`src/rtl/mem_arb_pkg.sv`:
```
// Shared types and helpers for the memory-port arbiter.
package mem_arb_pkg;

    typedef enum logic [1:0] {
        IDLE    = 2'd0,
        ISSUE   = 2'd1,
        RELEASE = 2'd2
    } arb_state_e;

    localparam int ADDR_W_DEF = 32;
    localparam int DATA_W_DEF = 32;

    typedef logic [ADDR_W_DEF-1:0] addr_t;
    typedef logic [DATA_W_DEF-1:0] data_t;

    // Index width that never collapses to zero bits.
    function automatic int idx_w(input int n);
        return (n > 1) ? $clog2(n) : 1;
    endfunction

    localparam int GRANT_W_DEF = idx_w(4);

endpackage

```
`src/rtl/mem_port_arbiter_rr_picker.sv`:
```
// rr_picker: combinational round-robin selection of the first valid requester after rr_last.
module rr_picker
    import mem_arb_pkg::*;
#(
    parameter  int NUM_REQ = 4,
    localparam int IDX_W   = idx_w(NUM_REQ)
) (
    input  logic [NUM_REQ-1:0] valid_i,
    input  logic [IDX_W-1:0]   rr_last_i,
    output logic [IDX_W-1:0]   winner_o,
    output logic               any_valid_o
);

    logic [IDX_W-1:0] idx_s;

    // Scan from the farthest offset down so the nearest valid requester wins.
    always_comb begin
        winner_o    = '0;
        any_valid_o = 1'b0;
        idx_s       = '0;
        for (int i = NUM_REQ; i >= 1; i--) begin
            idx_s       = IDX_W'((int'(rr_last_i) + i) % NUM_REQ);
            winner_o    = valid_i[idx_s] ? idx_s : winner_o;
            any_valid_o = any_valid_o | valid_i[idx_s];
        end
    end

endmodule

```
`src/rtl/mem_port_arbiter.sv`:
```
// mem_port_arbiter: round-robin sharing of one memory port among NUM_REQ requesters.
// Optional ack watchdog is compiled in when MEM_ARB_TIMEOUT_EN is defined.
module mem_port_arbiter
    import mem_arb_pkg::*;
#(
    parameter  int NUM_REQ     = 4,
    parameter  int ADDR_W      = ADDR_W_DEF,
    parameter  int DATA_W      = DATA_W_DEF,
    parameter  int TIMEOUT_CYC = 256,
    localparam int IDX_W       = idx_w(NUM_REQ)
) (
    input  logic                      clk,
    input  logic                      rst_l,
    input  logic [NUM_REQ-1:0]        req_avail,
    input  logic [NUM_REQ-1:0]        req_r_en,
    input  logic [NUM_REQ-1:0]        req_w_en,
    input  logic [NUM_REQ*ADDR_W-1:0] req_ptr,
    input  logic [NUM_REQ*DATA_W-1:0] req_wdata,
    output logic [NUM_REQ-1:0]        req_done,
    output logic [DATA_W-1:0]         req_rdata,
    output logic [ADDR_W-1:0]         mem_addr,
    output logic                      mem_r_en,
    output logic                      mem_w_en,
    output logic [DATA_W-1:0]         mem_wdata,
    input  logic [DATA_W-1:0]         mem_rdata,
    input  logic                      mem_ack,
    output logic [IDX_W-1:0]          grant_id,
    output logic                      busy,
    output logic                      err
);

    arb_state_e          state_q, state_d;
    logic [NUM_REQ-1:0]  valid_s;
    logic [NUM_REQ-1:0]  req_done_q, req_done_d;
    logic [IDX_W-1:0]    win_s;
    logic [IDX_W-1:0]    grant_id_q, grant_id_d;
    logic [IDX_W-1:0]    rr_last_q, rr_last_d;
    logic [ADDR_W-1:0]   mem_addr_q, mem_addr_d;
    logic [DATA_W-1:0]   mem_wdata_q, mem_wdata_d;
    logic [DATA_W-1:0]   req_rdata_q, req_rdata_d;
    logic                mem_r_en_q, mem_r_en_d;
    logic                mem_w_en_q, mem_w_en_d;
    logic                busy_q, busy_d;
    logic                err_q, err_d;
    logic                any_valid_s, grant_s, ack_ok_s, timeout_s, complete_s;

    assign valid_s    = req_avail & (req_r_en | req_w_en);
    assign grant_s    = (state_q == IDLE) && any_valid_s;
    assign ack_ok_s   = (state_q == ISSUE) && mem_ack;
    assign complete_s = ack_ok_s || timeout_s;

    rr_picker #(.NUM_REQ(NUM_REQ)) u_picker (
        .valid_i     (valid_s),
        .rr_last_i   (rr_last_q),
        .winner_o    (win_s),
        .any_valid_o (any_valid_s)
    );

`ifdef MEM_ARB_TIMEOUT_EN
    localparam int WD_W = $clog2(TIMEOUT_CYC + 1);
    logic [WD_W-1:0] wd_q, wd_d;

    // An ack arriving in the expiry cycle takes precedence over the timeout.
    assign timeout_s = (state_q == ISSUE) && !mem_ack && (wd_q == WD_W'(TIMEOUT_CYC - 1));

    // Watchdog next value: cleared on grant, counts while waiting in ISSUE.
    always_comb begin
        if (grant_s) begin
            wd_d = '0;
        end else if (state_q == ISSUE) begin
            wd_d = wd_q + WD_W'(1);
        end else begin
            wd_d = wd_q;
        end
    end

    // Watchdog register.
    always_ff @(posedge clk or negedge rst_l) begin
        if (!rst_l) begin
            wd_q <= '0;
        end else begin
            wd_q <= wd_d;
        end
    end
`else
    logic [31:0] timeout_unused_s;
    assign timeout_unused_s = 32'(TIMEOUT_CYC);
    assign timeout_s        = 1'b0;
`endif

    // State register.
    always_ff @(posedge clk or negedge rst_l) begin
        if (!rst_l) begin
            state_q <= IDLE;
        end else begin
            state_q <= state_d;
        end
    end

    // Next-state logic.
    always_comb begin
        case (state_q)
            IDLE:    state_d = grant_s ? ISSUE : IDLE;
            ISSUE:   state_d = complete_s ? RELEASE : ISSUE;
            RELEASE: state_d = IDLE;
            default: state_d = IDLE;
        endcase
    end

    // Output next values: latch the pick at grant, retire it on ack or timeout.
    always_comb begin
        grant_id_d  = grant_id_q;
        rr_last_d   = rr_last_q;
        mem_addr_d  = mem_addr_q;
        mem_wdata_d = mem_wdata_q;
        mem_r_en_d  = mem_r_en_q;
        mem_w_en_d  = mem_w_en_q;
        req_done_d  = '0;
        req_rdata_d = '0;
        busy_d      = (state_d != IDLE);
        err_d       = err_q | (mem_ack && (state_q != ISSUE));
        if (grant_s) begin
            grant_id_d  = win_s;
            mem_addr_d  = req_ptr[int'(win_s)*ADDR_W +: ADDR_W];
            mem_wdata_d = req_wdata[int'(win_s)*DATA_W +: DATA_W];
            mem_w_en_d  = req_w_en[win_s];
            mem_r_en_d  = ~req_w_en[win_s];
            err_d       = err_d | (req_r_en[win_s] & req_w_en[win_s]);
        end else if (complete_s) begin
            mem_r_en_d             = 1'b0;
            mem_w_en_d             = 1'b0;
            req_done_d[grant_id_q] = 1'b1;
            req_rdata_d            = (ack_ok_s && mem_r_en_q) ? mem_rdata : '0;
            rr_last_d              = grant_id_q;
            err_d                  = err_d | timeout_s;
        end else begin
            req_done_d = '0;
        end
    end

    // Output registers.
    always_ff @(posedge clk or negedge rst_l) begin
        if (!rst_l) begin
            grant_id_q  <= '0;
            rr_last_q   <= IDX_W'(NUM_REQ - 1);
            mem_addr_q  <= '0;
            mem_wdata_q <= '0;
            mem_r_en_q  <= 1'b0;
            mem_w_en_q  <= 1'b0;
            req_done_q  <= '0;
            req_rdata_q <= '0;
            busy_q      <= 1'b0;
            err_q       <= 1'b0;
        end else begin
            grant_id_q  <= grant_id_d;
            rr_last_q   <= rr_last_d;
            mem_addr_q  <= mem_addr_d;
            mem_wdata_q <= mem_wdata_d;
            mem_r_en_q  <= mem_r_en_d;
            mem_w_en_q  <= mem_w_en_d;
            req_done_q  <= req_done_d;
            req_rdata_q <= req_rdata_d;
            busy_q      <= busy_d;
            err_q       <= err_d;
        end
    end

    assign grant_id  = grant_id_q;
    assign mem_addr  = mem_addr_q;
    assign mem_wdata = mem_wdata_q;
    assign mem_r_en  = mem_r_en_q;
    assign mem_w_en  = mem_w_en_q;
    assign req_done  = req_done_q;
    assign req_rdata = req_rdata_q;
    assign busy      = busy_q;
    assign err       = err_q;

endmodule
```
`config.mk`:
```
export PLATFORM = sky130hd
export DESIGN_NAME = mem_port_arbiter
export DESIGN_NICKNAME = d
export VERILOG_FILES = /design/src/rtl/mem_arb_pkg.sv /design/src/rtl/mem_port_arbiter_rr_picker.sv /design/src/rtl/mem_port_arbiter.sv
export SDC_FILE = /design/constraint.sdc
export NUM_CORES = 1
export LEC_CHECK = 0
export CORE_AREA = 5 5 155 157
export CTS_BUF_LIST = sky130_fd_sc_hd__clkbuf_16
export CTS_CLUSTER_DIAMETER = 60
export CTS_CLUSTER_SIZE = 25
export DETAILED_ROUTE_END_ITERATION = 12
export DIE_AREA = 0 0 160 162
export PLACE_DENSITY_LB_ADDON = 0.12
export SLEW_MARGIN = 5
export SYNTH_ARGS = -nofsm -noshare
export SYNTH_HDL_FRONTEND = slang
export SYNTH_SLANG_ARGS = --single-unit
```
`constraint.sdc`:
```
create_clock -name clk -period 2.9 [get_ports clk]
set_clock_uncertainty 0.15 [all_clocks]
set_input_delay 0.725 -clock clk [delete_from_list [all_inputs] [get_ports clk]]
set_output_delay 0.725 -clock clk [all_outputs]
set_load 0.01 [all_outputs]
```
==> flow_summary.json <==
{
  "place_ws_ns": -0.306,
  "path_class": "in2reg",
  "finalWirelength_mm": 24.9,
  "die_area_sq_mm": 0.0259,
  "ios": 409,
  "synth.area.top_cells": "dfrtp_1, mux2i_1, o221ai_1, nand2_1, and3_1",
  "die_x_um": 160,
  "synth-seq-cells": 110,
  "max_clock_freq_ghz": 0.363,
  "tightest_slew_ns": 0.637,
  "die_y_um": 162,
  "grt_pass1_vias": 5957,
  "htreeDepth": 3,
  "fin_ws_ns": 0.142,
  "cts_made_buffers": 9,
  "final_core_util": 0.479,
  "worstSetupEndpointType": "flop",
  "grt_first_pass_wirelength_mm": 37.2,
  "startpoint_type": "input port",
  "initial_utilization": 0.255,
  "synth_top_area_cell": "dfrtp_1",
  "diodes": 0,
  "wire_per_inst_um": 20.5,
  "place.gp.congestion": 0.826,
  "cts.sinks": 110,
  "finalCritPeriodShare": 0.951,
  "slew_headroom": 0.575,
  "area_delta_synth_final_pct": 87.7,
  "drv_slew": 0,
  "vias_per_cell": 4.69,
  "antenna_found_initial": 0,
  "port_buffers": 408,
  "vias": 5706,
  "synth_nets": 811,
  "drive_gt1_frac": 0.0751,
  "synthCells": 508,
  "gr-total-overflow": 0,
  "min_path_type": "in2async",
  "peakVddDrop_mv": 0.301,
  "yosysTopAreaCellShare": 0.473,
  "path_max_fanout": 18,
  "yosysSeqAreaShare": 0.482,
  "core_sq_mm": 0.0224,
  "drt-initial-drc-count": 233,
  "dr.pass1.iters": 4,
  "arrival_ns": 2.82,
  "whs_ns": 0.308,
  "row_count": 55,
  "worstSkewPairLatency_ns": 0.35,
  "tritoncts": "yes",
  "critical_path_required_ns": 2.97,
  "post-cts-setup-buffers": 0,
  "final_nets": 1230,
  "ys_warn_count": 0,
  "synth_cell_types": 41,
  "dp_hpwl_mm": 19.5,
  "cts_root_buf": "clkbuf_16",
  "power_density_mw_per_mm2": 721,
  "rsz0062_at_grt": "false",
  "detail-route-antenna-nets": 0,
  "report.final.hold_viol_count": 0,
  "setup-violations-final": 0,
  "drc": 0,
  "grt_max_degree": 111,
  "layout_min_cycle_time_ns": 2.76,
  "maxCapViolCount": 0,
  "grt_usage": 0.185,
  "leakage_nw": 4.70,
  "clock_path_buffers": 2,
  "clk_pin_slew_ns": 0.08,
  "fin_total_pwr_w": 0.00772,
  "syn_area_sq_mm": 0.00571,
  "synth_area_per_cell_sq_um": 11.2,
  "status": "finished, final reports clean"
}
-- sequential cells by signal, summed over array words and instances (netlist names) --
name	flops
busy	1
err	1
grant_id	2
mem_addr	32
mem_r_en	1
mem_w_en	1
mem_wdata	32
req_done	4
req_rdata	32
rr_last_q	2
state_q	2
-- cells by family after synthesis --
kind of cell           after synthesis  share of synthesized area
AND/OR/NAND/NOR                    134                      0.112
AO/OA/AOI/OAI                       90                      0.134
multiplexers                       129                      0.226
flip-flops                         110                      0.482
buffers and inverters               45                     0.0449
-- power breakdown --
| part | switching (W) | internal, W |
|---|---|---|
| registers | 0.000313 | 0.00207 |
| logic | 0.00179 | 0.00221 |
| clock network | 0.000646 | 0.000688 |
-- Yosys cell counts --
library cell    n
and3b_1         1
a21boi_1        1
buf_4          13
nand2b_1        2
clkbuf_1       17
o21a_1          3
o21ai_0         3
o21ai_4         1
nand2_2         1
nor2b_1         1
inv_1           3
o21ai_1         3
o32a_1          1
or2_1           1
o2bb2ai_1       1
dfrtp_1       108
o221ai_1       64
dfstp_2         2
o211a_1         1
nor2_1          4
o32ai_1         2
buf_6           4
a31oi_1         1
buf_1           1
nor3_1          4
mux2i_1       129
nand2_1        79
nor3b_1         1
a21oi_1         3
or2_2           2
a211oi_2        1
o21ai_2         1
a221oi_1        1
nand3_1         2
a21o_1          1
o2bb2ai_2       1
o31a_1          1
buf_2           7
and3_1         34
and2_1          1
nor4_4          1
-- critical path, stage by stage --
cell	delay, ns
clkdlybuf4s50_1	0.48
o211a_1	0.30
o32ai_1	0.46
nor3_4	0.09
buf_4	0.19
buf_12	0.16
mux2i_1	0.24
o221ai_1	0.16
-- through the flow --
step,setup TNS [ns],std cells,cell area [sq um]
global placement,-8.66,1201,10400
global route,0,1217,10700
detailed placement,-9.99,1201,10400
floorplan,0,508,5710
CTS,0,1217,10700
finish,0,1217,10700
-- repair_timing --
action,4_1_cts,5_1_grt
endpoints found under the hold margin,0,0
gates resized for setup,0,1
hold buffers,0,0
endpoints found under the setup margin,0,3
-- per-layer routing --
metal	global-route usage	routed length, um	up-vias
li1	-	-	2750
met1	0.222	10300	2716
met2	0.330	12600	224
met3	0.0556	1740	16
met4	0.0356	271	0
met5	0	0	-
-- layout make-up --
class | count | area [sq um]
Timing Repair Buffer | 450 | 4570
Multi-Input combinational cell | 353 | 2720
Tap cell | 285 | 357
Inverter | 3 | 11.3
Sequential cell | 110 | 2760
Clock inverter | 7 | 82.6
Fill cell | 2121 | 11600
Clock buffer | 9 | 225
-- cell usage in the layout, fill, tap and decap left out, types with 2 or more instances in the layout --
cell | synthesis | routed
dfrtp_1 | 108 | 108
and3_1 | 34 | 34
nor2_1 | 4 | 4
or2_2 | 2 | 3
inv_1 | 3 | 4
o221ai_1 | 64 | 64
o21ai_1 | 3 | 3
o32ai_1 | 2 | 2
nand2b_1 | 2 | 2
nand2_1 | 79 | 79
o21ai_0 | 3 | 3
clkinv_4 | 0 | 2
a21oi_1 | 3 | 3
o21ai_4 | 1 | 2
o21a_1 | 3 | 3
dfstp_2 | 2 | 2
clkdlybuf4s50_1 | 0 | 407
nand3_1 | 2 | 2
buf_4 | 13 | 29
buf_12 | 0 | 14
clkbuf_16 | 0 | 9
mux2i_1 | 129 | 129
nor3_1 | 4 | 3
inv_8 | 0 | 2
-- worst paths after layout --
| kind | start | endpoint | slack, ns | cells after the start |
|---|---|---|---|---|
| min in group clk | mem_addr[28]$_DFFE_PN0P_ | mem_addr[28]$_DFFE_PN0P_ | 0.34 | 2 |
| hold / removal | rst_l | req_rdata[25]$_DFF_PN0_ | 0.31 | 2 |
| max in group asynchronous | rst_l | mem_wdata[7]$_DFFE_PN0P_ | 1.82 | 2 |
| hold reg to reg | mem_addr[28]$_DFFE_PN0P_ | mem_addr[28]$_DFFE_PN0P_ | 0.34 | 2 |
| setup / recovery | req_r_en[3] | mem_wdata[14]$_DFFE_PN0P_ | 0.14 | 8 |
| setup reg to reg | rr_last_q[1]$_DFFE_PN1P_ | mem_wdata[14]$_DFFE_PN0P_ | 0.51 | 7 |
No activity file was read; power rests on OpenSTA's default activity.
